--- src/rtl/nmr_pkg.sv ---
// Shared types and helpers for the N-modular-redundancy voter/monitor.
// FSM state encoding, a constant clog2, and the parameter legality check.
package nmr_pkg;

    typedef enum logic [1:0] {
        ST_NORMAL   = 2'd0,
        ST_DEGRADED = 2'd1,
        ST_RESYNC   = 2'd2,
        ST_FAIL     = 2'd3
    } nmr_state_e;

    function automatic int unsigned nmr_clog2(input int unsigned value);
        int unsigned r;
        r = 0;
        while ((64'd1 << r) < 64'(value)) r++;
        return r;
    endfunction

    function automatic bit nmr_params_legal(input int unsigned n_ch,
                                            input int unsigned thresh);
        return ((n_ch == 3) || (n_ch == 5)) && (thresh >= 1) && (thresh <= 15);
    endfunction

endpackage

--- src/rtl/nmr_majority.sv ---
// Combinational bitwise-majority vote across N_CH channel words, plus a
// per-channel "differs from majority" flag.
module nmr_majority
    import nmr_pkg::*;
#(
    parameter int unsigned N_CH   = 3,
    parameter int unsigned DATA_W = 97
) (
    input  logic [N_CH*DATA_W-1:0] ch_data_i,
    output logic [DATA_W-1:0]      maj_o,
    output logic [N_CH-1:0]        neq_o
);

    localparam int unsigned CW = nmr_clog2(N_CH + 1);

    logic [CW-1:0] ones;

    always_comb begin
        maj_o = '0;
        neq_o = '0;
        ones  = '0;
        for (int unsigned b = 0; b < DATA_W; b++) begin
            ones = '0;
            for (int unsigned c = 0; c < N_CH; c++) begin
                ones = ones + CW'(ch_data_i[c*DATA_W + b]);
            end
            maj_o[b] = (ones > CW'(N_CH / 2));
        end
        for (int unsigned c = 0; c < N_CH; c++) begin
            neq_o[c] = (ch_data_i[c*DATA_W +: DATA_W] != maj_o);
        end
    end

endmodule

--- src/rtl/nmr_voter_monitor.sv ---
// Registered majority voter with per-channel fault tracking and resync FSM.
// Optional macro NMR_ERR_COUNT_EN enables the saturating mismatch-event counter.
module nmr_voter_monitor
    import nmr_pkg::*;
#(
    parameter int unsigned N_CH         = 3,
    parameter int unsigned DATA_W       = 97,
    parameter int unsigned FAULT_THRESH = 4
) (
    input  logic                   clk,
    input  logic                   rst,
    input  logic                   valid_i,
    input  logic [N_CH*DATA_W-1:0] ch_data_i,
    output logic [DATA_W-1:0]      voted_o,
    output logic                   voted_valid_o,
    output logic [N_CH-1:0]        mismatch_o,
    output logic [N_CH-1:0]        fault_o,
    output logic                   resync_req_o,
    input  logic                   resync_ack_i,
    output logic                   fail_o,
    output logic [1:0]             state_o,
    output logic [15:0]            err_count_o
);

    localparam int unsigned CNT_W = nmr_clog2(FAULT_THRESH + 1);
    localparam int unsigned NF_W  = nmr_clog2(N_CH + 1);

    if (!nmr_params_legal(N_CH, FAULT_THRESH)) begin : g_bad_params
        $error("nmr_voter_monitor: N_CH must be 3 or 5, FAULT_THRESH 1..15");
    end

    logic [DATA_W-1:0] maj;
    logic [N_CH-1:0]   neq;

    nmr_majority #(
        .N_CH   (N_CH),
        .DATA_W (DATA_W)
    ) u_majority (
        .ch_data_i (ch_data_i),
        .maj_o     (maj),
        .neq_o     (neq)
    );

    nmr_state_e        state_q;
    logic [DATA_W-1:0] voted_q;
    logic              voted_valid_q;
    logic [N_CH-1:0]   mismatch_q;
    logic [N_CH-1:0]   fault_q, fault_d;
    logic [CNT_W-1:0]  cnt_q [N_CH];
    logic [CNT_W-1:0]  cnt_d [N_CH];
    logic              resync_req_q;
    logic              fail_q;
    logic [NF_W-1:0]   n_fault;
    logic              fail_cond;

    // Counters freeze in RESYNC; an ack there clears them and drops any coincident mismatch.
    always_comb begin
        cnt_d   = cnt_q;
        fault_d = fault_q;
        if (state_q == ST_RESYNC) begin
            if (resync_ack_i) begin
                for (int unsigned i = 0; i < N_CH; i++) cnt_d[i] = '0;
                fault_d = '0;
            end
        end else if (valid_i) begin
            for (int unsigned i = 0; i < N_CH; i++) begin
                if (!neq[i]) begin
                    cnt_d[i] = '0;
                end else if (cnt_q[i] != CNT_W'(FAULT_THRESH)) begin
                    cnt_d[i] = cnt_q[i] + 1'b1;
                end
                fault_d[i] = fault_q[i] | (cnt_d[i] == CNT_W'(FAULT_THRESH));
            end
        end
    end

    always_comb begin
        n_fault = '0;
        for (int unsigned i = 0; i < N_CH; i++) n_fault = n_fault + NF_W'(fault_q[i]);
        fail_cond = (n_fault > NF_W'(N_CH / 2)) || (valid_i && (&neq));
    end

    always_ff @(posedge clk or posedge rst) begin
        if (rst) begin
            state_q       <= ST_NORMAL;
            voted_q       <= '0;
            voted_valid_q <= 1'b0;
            mismatch_q    <= '0;
            fault_q       <= '0;
            cnt_q         <= '{default: '0};
            resync_req_q  <= 1'b0;
            fail_q        <= 1'b0;
        end else begin
            voted_valid_q <= valid_i;
            if (valid_i) begin
                voted_q    <= maj;
                mismatch_q <= neq;
            end
            cnt_q   <= cnt_d;
            fault_q <= fault_d;
            if (fail_cond || (state_q == ST_FAIL)) begin
                state_q      <= ST_FAIL;
                resync_req_q <= 1'b0;
                fail_q       <= 1'b1;
            end else begin
                case (state_q)
                    ST_NORMAL: begin
                        if (|fault_q) state_q <= ST_DEGRADED;
                    end
                    ST_DEGRADED: begin
                        state_q      <= ST_RESYNC;
                        resync_req_q <= 1'b1;
                    end
                    ST_RESYNC: begin
                        if (resync_ack_i) begin
                            state_q      <= ST_NORMAL;
                            resync_req_q <= 1'b0;
                        end
                    end
                    default: ;
                endcase
            end
        end
    end

`ifdef NMR_ERR_COUNT_EN
    logic [15:0] err_q;

    always_ff @(posedge clk or posedge rst) begin
        if (rst) begin
            err_q <= '0;
        end else if (valid_i && (|neq) && (err_q != 16'hFFFF)) begin
            err_q <= err_q + 16'd1;
        end
    end

    assign err_count_o = err_q;
`else
    assign err_count_o = '0;
`endif

    assign voted_o       = voted_q;
    assign voted_valid_o = voted_valid_q;
    assign mismatch_o    = mismatch_q;
    assign fault_o       = fault_q;
    assign resync_req_o  = resync_req_q;
    assign fail_o        = fail_q;
    assign state_o       = state_q;

endmodule

--- config.mk ---
export PLATFORM = sky130hd
export DESIGN_NAME = nmr_voter_monitor
export DESIGN_NICKNAME = d
export VERILOG_FILES = /design/src/rtl/nmr_pkg.sv /design/src/rtl/nmr_majority.sv /design/src/rtl/nmr_voter_monitor.sv
export SDC_FILE = /design/constraint.sdc
export NUM_CORES = 1
export LEC_CHECK = 0
export ABC_AREA = 1
export CAP_MARGIN = 20
export CORE_ASPECT_RATIO = 0.5
export CORE_UTILIZATION = 40
export CTS_CLUSTER_DIAMETER = 30
export CTS_CLUSTER_SIZE = 20
export DETAILED_ROUTE_END_ITERATION = 6
export GPL_TIMING_DRIVEN = 0
export PLACE_DENSITY_LB_ADDON = 0.2
export SYNTH_ARGS = -nofsm -noshare
export SYNTH_HDL_FRONTEND = slang
export SYNTH_SLANG_ARGS = --single-unit
--- constraint.sdc ---
create_clock -name clk -period 8.4 [get_ports clk]
set_clock_uncertainty 0.15 [all_clocks]
set_input_delay 1.68 -clock clk [delete_from_list [all_inputs] [get_ports clk]]
set_output_delay 1.68 -clock clk [all_outputs]
set_load 0.05 [all_outputs]
==> flow_summary_export.csv, run 1 <==
group,metric,value,unit
run_status,status,"finished clean",
clock_tree,postCtsHoldBufs,0,
power,p_int,1578,uW
clock_tree,clock-sinks,117,
floorplan,initial_core_util,40.77,%
clock_tree,post_cts.repair.setup_buffers,0,
synth,synth_commonest_cells,"781 x nand2_1, 319 x inv_1, 167 x nor2_1",
clock_tree,clk_latency,450,ps
grt,met2_usage,53.17,%
min_path,hold_path.class,"flop to flop",
detailed_routing,drt-initial-drc-count,1209,
cells_and_area,layout.cells.non_filler,2943,
synth,synth-edff-count,0,
synth,yosys_warnings,0,
worst_setup_path,reg2reg_depth,8,
detailed_routing,drt_pass1_iterations,7,
min_path,whs_path_depth,1,
placed_design,dpl_worst_slack,3952,ps
worst_setup_path,worstSetupPathType,"primary input to flop",
grt,grt_use_met3,7.634,%
detailed_routing,via_per_inst,4.946,
synth,yosys-top-cells-area,"nand2_1 24%, dfrtp_1 24%, ha_1 11%",
power,power,2751,uW
timing,slew_violations,0,
timing,hold_violations,0,
power,pwr-share-comb,45.5,%
clock_tree,ctsResizeCount,0,
timing,period_share,48.69,%
synth,yosysTopAreaCellShare,23.70,%
grt,use_met1,43.51,%
timing,whs,334.7,ps
floorplan,num_rows,45,
placed_design,gp_congestion,0.9786,
placed_design,port_buffers,402,
grt,grt_start_max_net_pins,76,
synth,yosysMostFrequentCell,"nand2_1",
cells_and_area,drive_gt1_share,8.153,%
floorplan,die_h,126.4,um
timing,period_needed,4090,ps
synth,ys_async_sr_fraction,100.0,%
timing,rsz0062_at_grt,"false",
job,max_cap_viol_count,0,
clock_tree,numCtsBuffers,17,
power,powerDensity,156.3,nW/um^2
worst_setup_path,start_kind,"primary input",
min_path,hold_path_startpoint,"fail_o",
synth,syn_inst,2089,
synth,yosysTopAreaCell,"nand2_1",
timing,max-slew-margin-rel,21.31,%
cells_and_area,fin_nets,2929,
power,p_switching,1173,uW
timing,setup_tns,0,ps
synth,yosysUniqueCellTypes,31,
clock_tree,clock_path_buffers,2,
synth,ys.flop_type,"dfrtp_1",
synth,syn_area,12370,sq um
detailed_routing,post-route-drc-count,0,
worst_setup_path,cp_max_fo,5,
placed_design,placed_cells,2906,
grt,grtUsageTotal,33.12,%
min_path,min_to,"fail_o",
grt,gr-total-overflow,0,
clock_tree,h-tree-depth,4,
clock_tree,tritoncts,"built",
clock_tree,clk_pin_slew_worst_paths,60,ps
power,leakage,0.009259,uW
power,seqPwrFrac,25.6,%
detailed_routing,via_count,14560,
synth,avgSynthCellArea,5.922,sq um
worst_setup_path,reg2reg_from,"state_o[0]",
grt,antenna_found_initial,7,
grt,top_usage_layer,"met2",
worst_setup_path,critPathArrivalTime,4320,ps
synth,ys_seq_area_share,23.67,%
worst_setup_path,reg2reg_slack,6220,ps
timing,worst_slew_pin_slew,1180,ps
placed_design,post-dp-hpwl,43620,um
floorplan,die_area,31680,sq um
worst_setup_path,cp-end-kind,"flop",
timing,max_freq,0.2445,GHz
detailed_routing,ant_nets,0,
timing,setup_ws,4310,ps
floorplan,core,30350,sq um
power,swShare,42.65,%
power,power_frac_clock,29.0,%
detailed_routing,wirelength,52430,um
timing,setup_viol,0,
power,vdd_drop_max,0.0001336,V
floorplan,die_w,250.7,um
worst_setup_path,worstPathRequired,8630,ps
worst_setup_path,r2r_end,"cnt_q[0]",
synth,ys_seq_elements,117,
grt,grt_pass1_vias,13240,
clock_tree,clock-root-buffer,"clkbuf_16",
floorplan,ios,419,
cells_and_area,area_growth,42.29,%
detailed_routing,wire_per_inst,17.81,um
grt,grt_pass1_wl,76740,um
## stage by stage
stage / cell area, sq um / utilization, %
final: 17600 / 58.01
after global routing: 17600 / 58.01
after CTS: 17590 / 57.97
after detailed placement: 16980 / 55.96
after global placement: 16950 / 55.86
after floorplan: 12430 / -
## power groups by stage
stage               registers (uW)  clock network [uW]  logic (uW)
finish                         704                 797        1250
floorplan                      919                   0         529
global route                   712                 820        1370
CTS                            703                 797        1240
global placement               711                   0        1220
detailed placement             712                   0        1230
## sequential cells by signal (all words and copies together) (netlist names)
| signal | flops |
|---|---|
| resync_req_o | 1 |
| cnt_q | 9 |
| voted_valid_o | 1 |
| state_o | 2 |
| voted_o | 97 |
| fail_o | 1 |
| fault_o | 3 |
| mismatch_o | 3 |
## placed cells by master, fill, tap and decap left out, types with 19 or more instances in the layout
cell type / n
a31oi_1: 25
nor2_1: 167
nand3_1: 116
a21oi_1: 23
ha_1: 108
inv_1: 318
nand2_1: 781
o21ai_0: 137
clkbuf_1: 19
dfrtp_1: 117
nand2_2: 84
xor2_1: 23
nand3b_1: 28
clkdlybuf4s50_1: 402
inv_2: 53
## worst max path at each step
stage / end / slack (ps) / cells after the start / startpoint
after floorplan: cnt_q[0] / 3470 / 1 / rst
after global placement: voted_o[43] / 940 / 2 / rst
after detailed placement: voted_o[25] / 3950 / 5 / valid_i
after CTS: voted_o[25] / 4410 / 5 / valid_i
after global routing: fault_o[1] / 4110 / 16 / ch_data_i[213]
final: fault_o[2] / 4310 / 17 / ch_data_i[47]
## cells by family after synthesis
logic type                 Yosys count  share of synthesized area (%)
and+or+nand+nor                   1211                          41.28
buffers and inverters              412                          12.99
AOI/OAI and AO/OA                  205                          8.637
DFF                                117                          23.67
adders and majority gates          108                          10.92
xor gates and xnor gates            35                          2.478
other                                1                        0.03031
## layout make-up
class | instances | area [sq um]
Antenna cell | 5 | 12.51
Buffer | 38 | 202.7
Clock buffer | 17 | 425.4
Clock inverter | 15 | 182.7
Fill cell | 2937 | 12740
Inverter | 374 | 1409
Multi-Input combinational cell | 1575 | 7894
Sequential cell | 117 | 2928
Tap cell | 399 | 499.2
Timing Repair Buffer | 403 | 4051
## worst max-delay path, stage by stage
cell and delay, ps:
clkdlybuf4s50_1 460, ha_1 320, nand2_1 90, nand2_1 120, inv_1 100, nand2_1 50, a21oi_1 180, nand2_1 70
nor2_1 360, nand3_1 150, nor2_2 240, nand2_2 130, nand2_1 80, nand2_1 50, nor2_1 120, nor2_1 50
nor2_1 90
## routing by layer
layer	part of all wire [%]	vias to the layer above	routed length [um]
met5	0.021	-	11
met3	8.9	99	4670
met2	45	526	23560
met1	43	6614	22470
met4	3.3	2	1714
li1	-	7316	-
No activity file was read; power rests on OpenSTA's default activity.
==> inputs of run 2 (changes only) <==
==> constraint.sdc (replaced) <==
create_clock -name clk -period 4 [get_ports clk]
set_clock_uncertainty 0.15 [all_clocks]
set_input_delay 0.8 -clock clk [delete_from_list [all_inputs] [get_ports clk]]
set_output_delay 0.8 -clock clk [all_outputs]
set_load 0.05 [all_outputs]
==> run 2 against run 1 <==
Against the previous run:
- core utilization grew 0.26 points
- count of clock-buffer cells in the layout grew 3
- combinational power grew 110%
- critical endpoint unchanged
- die area is the same
==> flow_summary_export.csv, run 2 (synthesized netlist as in run 1, its figures left out) <==
group,metric,value,unit
run_status,status,"finished clean",
worst_setup_path,max_stage_delay,550,ps
detailed_routing,via_per_inst,4.985,
clock_tree,clk_pin_slew_worst_paths,60,ps
power,leakage,0.009283,uW
placed_design,gp_congestion,0.9866,
detailed_routing,met1_length,23200,um
grt,grt_start_max_net_pins,36,
power,power,5915,uW
placed_design,port_buffers,402,
cells_and_area,post-route-util,58.27,%
worst_setup_path,worstSetupPathType,"primary input to flop",
detailed_routing,ant_nets,0,
cells_and_area,drive_gt1_share,8.146,%
clock_tree,h-tree-depth,4,
clock_tree,ctsResizeCount,0,
grt,gr-total-overflow,0,
job,max_cap_viol_count,0,
worst_setup_path,slowest_stage,"clkdlybuf4s50_1",
cells_and_area,layout.cells.non_filler,2948,
clock_tree,clock-root-buffer,"clkbuf_16",
timing,worst_slew_pin_slew,1140,ps
clock_tree,postCtsHoldBufs,0,
cells_and_area,fin_nets,2931,
floorplan,die_area,31680,sq um
cells_and_area,multi_input_area,7894,sq um
detailed_routing,wire_per_inst,17.93,um
cells_and_area,largest_reg_flops,97,
floorplan,initial_core_util,40.77,%
timing,slew_violations,0,
clock_tree,clock-sinks,117,
detailed_routing,top_layer_used,"met4",
clock_tree,tritoncts,"built",
placed_design,dpl_worst_slack,474.5,ps
grt,grt_pass1_wl,76290,um
grt,grt_pass1_vias,13140,
clock_tree,clk_latency,450,ps
timing,max-slew-margin-rel,24.03,%
timing,period_share,78.95,%
worst_setup_path,critPathTopFamily,"simple AND/OR/NAND/NOR gates",
timing,setup_ws,842.0,ps
detailed_routing,drt_pass1_iterations,5,
timing,rsz0062_at_grt,"false",
timing,hold_violations,0,
worst_setup_path,worstPathRequired,4240,ps
power,powerDensity,334.5,nW/um^2
worst_setup_path,path_common_cell,"nand2_1",
worst_setup_path,cp_max_fo,5,
detailed_routing,via_count,14700,
detailed_routing,wl_met3,4132,um
worst_setup_path,worstPathCellList,"clkdlybuf4s50_1 > ha_1 > nand2_1 > nand2_1 > nand2_1 > nand2_1 > a21oi_1 > nand2_1 > nor2_1 > nand3_1 > nor2_2 > nand2_2 > nand2_1 > nand2_1 > nor2_1 > nor2_1 > nor2_1",
floorplan,ios,419,
cells_and_area,final_cell_mix,"781 x nand2_1, 402 x clkdlybuf4s50_1, 318 x inv_1",
placed_design,placed_cells,2908,
timing,period_needed,3158,ps
detailed_routing,drt-initial-drc-count,1361,
placed_design,post-dp-hpwl,44170,um
power,vdd_drop_max,0.0002879,V
cells_and_area,final_common_cell,"nand2_1",
worst_setup_path,start_kind,"primary input",
timing,setup_viol,0,
min_path,hold_path.class,"flop to flop",
worst_setup_path,path_buf_inv,1,
clock_tree,numCtsBuffers,17,
worst_setup_path,critPathArrivalTime,3400,ps
worst_setup_path,cp-end-kind,"flop",
grt,grtUsageTotal,32.99,%
floorplan,die_h,126.4,um
clock_tree,post_cts.repair.setup_buffers,0,
clock_tree,clock_path_buffers,2,
detailed_routing,route.met2.wl,23650,um
cells_and_area,seq_area,2928,sq um
floorplan,num_rows,45,
cells_and_area,area_growth,42.93,%
timing,max_freq,0.3167,GHz
cells_and_area,fill_cells,2936,
floorplan,die_w,250.7,um
grt,antenna_found_initial,10,
detailed_routing,post-route-drc-count,0,
timing,setup_tns,0,ps
floorplan,core,30350,sq um
detailed_routing,wirelength,52850,um
run 2: cell types whose count changed in the layout (fill, tap and decap cells not counted), sizes merged:
cell	previous run	this run
clkinv	9	3
clkbuf	36	39
diode	5	8
buf	20	22
bufinv	3	5
clkinvlp	4	6
inv	373	372
run 2: worst paths after layout:
check / startpoint / slack [ps] / to / cells past startpoint
worst max-delay path: ch_data_i[221] / 840 / fault_o[2] / 17
worst max register to register: state_o[0] / 1800 / cnt_q[0] / 8
worst min register to register: voted_o[80] / 330 / voted_o[80] / 2
max in group asynchronous: rst / 2240 / voted_o[34] / 4
worst min-delay path: voted_o[80] / 330 / voted_o[80] / 2
min in group asynchronous: rst / 590 / voted_valid_o / 2
run 2: worst reg2reg max path, cell delays in order (launching register included):
cell and delay, ps:
dfrtp_1 400, inv_1 90, ha_1 250, inv_1 160, nor2_1 90, a21oi_1 360
clkbuf_1 370, nand4_1 150, o21ai_0 90
run 2: report_power, final:
part           leakage (uW)  switching (uW)  internal, uW
registers           0.00140             121          1360
logic               0.00759            1660           977
clock network      0.000299             675          1120
run 2: final cells by class:
cell class | count | area share, %
Timing Repair Buffer | 405 | 23.09
Buffer | 38 | 1.146
Clock buffer | 20 | 2.526
Multi-Input combinational cell | 1575 | 44.64
Tap cell | 399 | 2.823
Antenna cell | 8 | 0.1132
Sequential cell | 117 | 16.56
Clock inverter | 12 | 1.139
Inverter | 374 | 7.960
run 2: routing by layer:
layer	up-vias	global-route usage, %
li1	7311	-
met1	6718	44.84
met2	559	52.53
met3	109	5.151
met4	0	13.35
met5	-	0
run 2: metrics by stage:
stage                     area (sq um)  hold slack, ps
after floorplan                  12430           386.9
after global placement           16960           307.3
after detailed placement         17020           322.0
after CTS                        17660           337.5
after global routing             17680           353.8
final                            17680           332.4
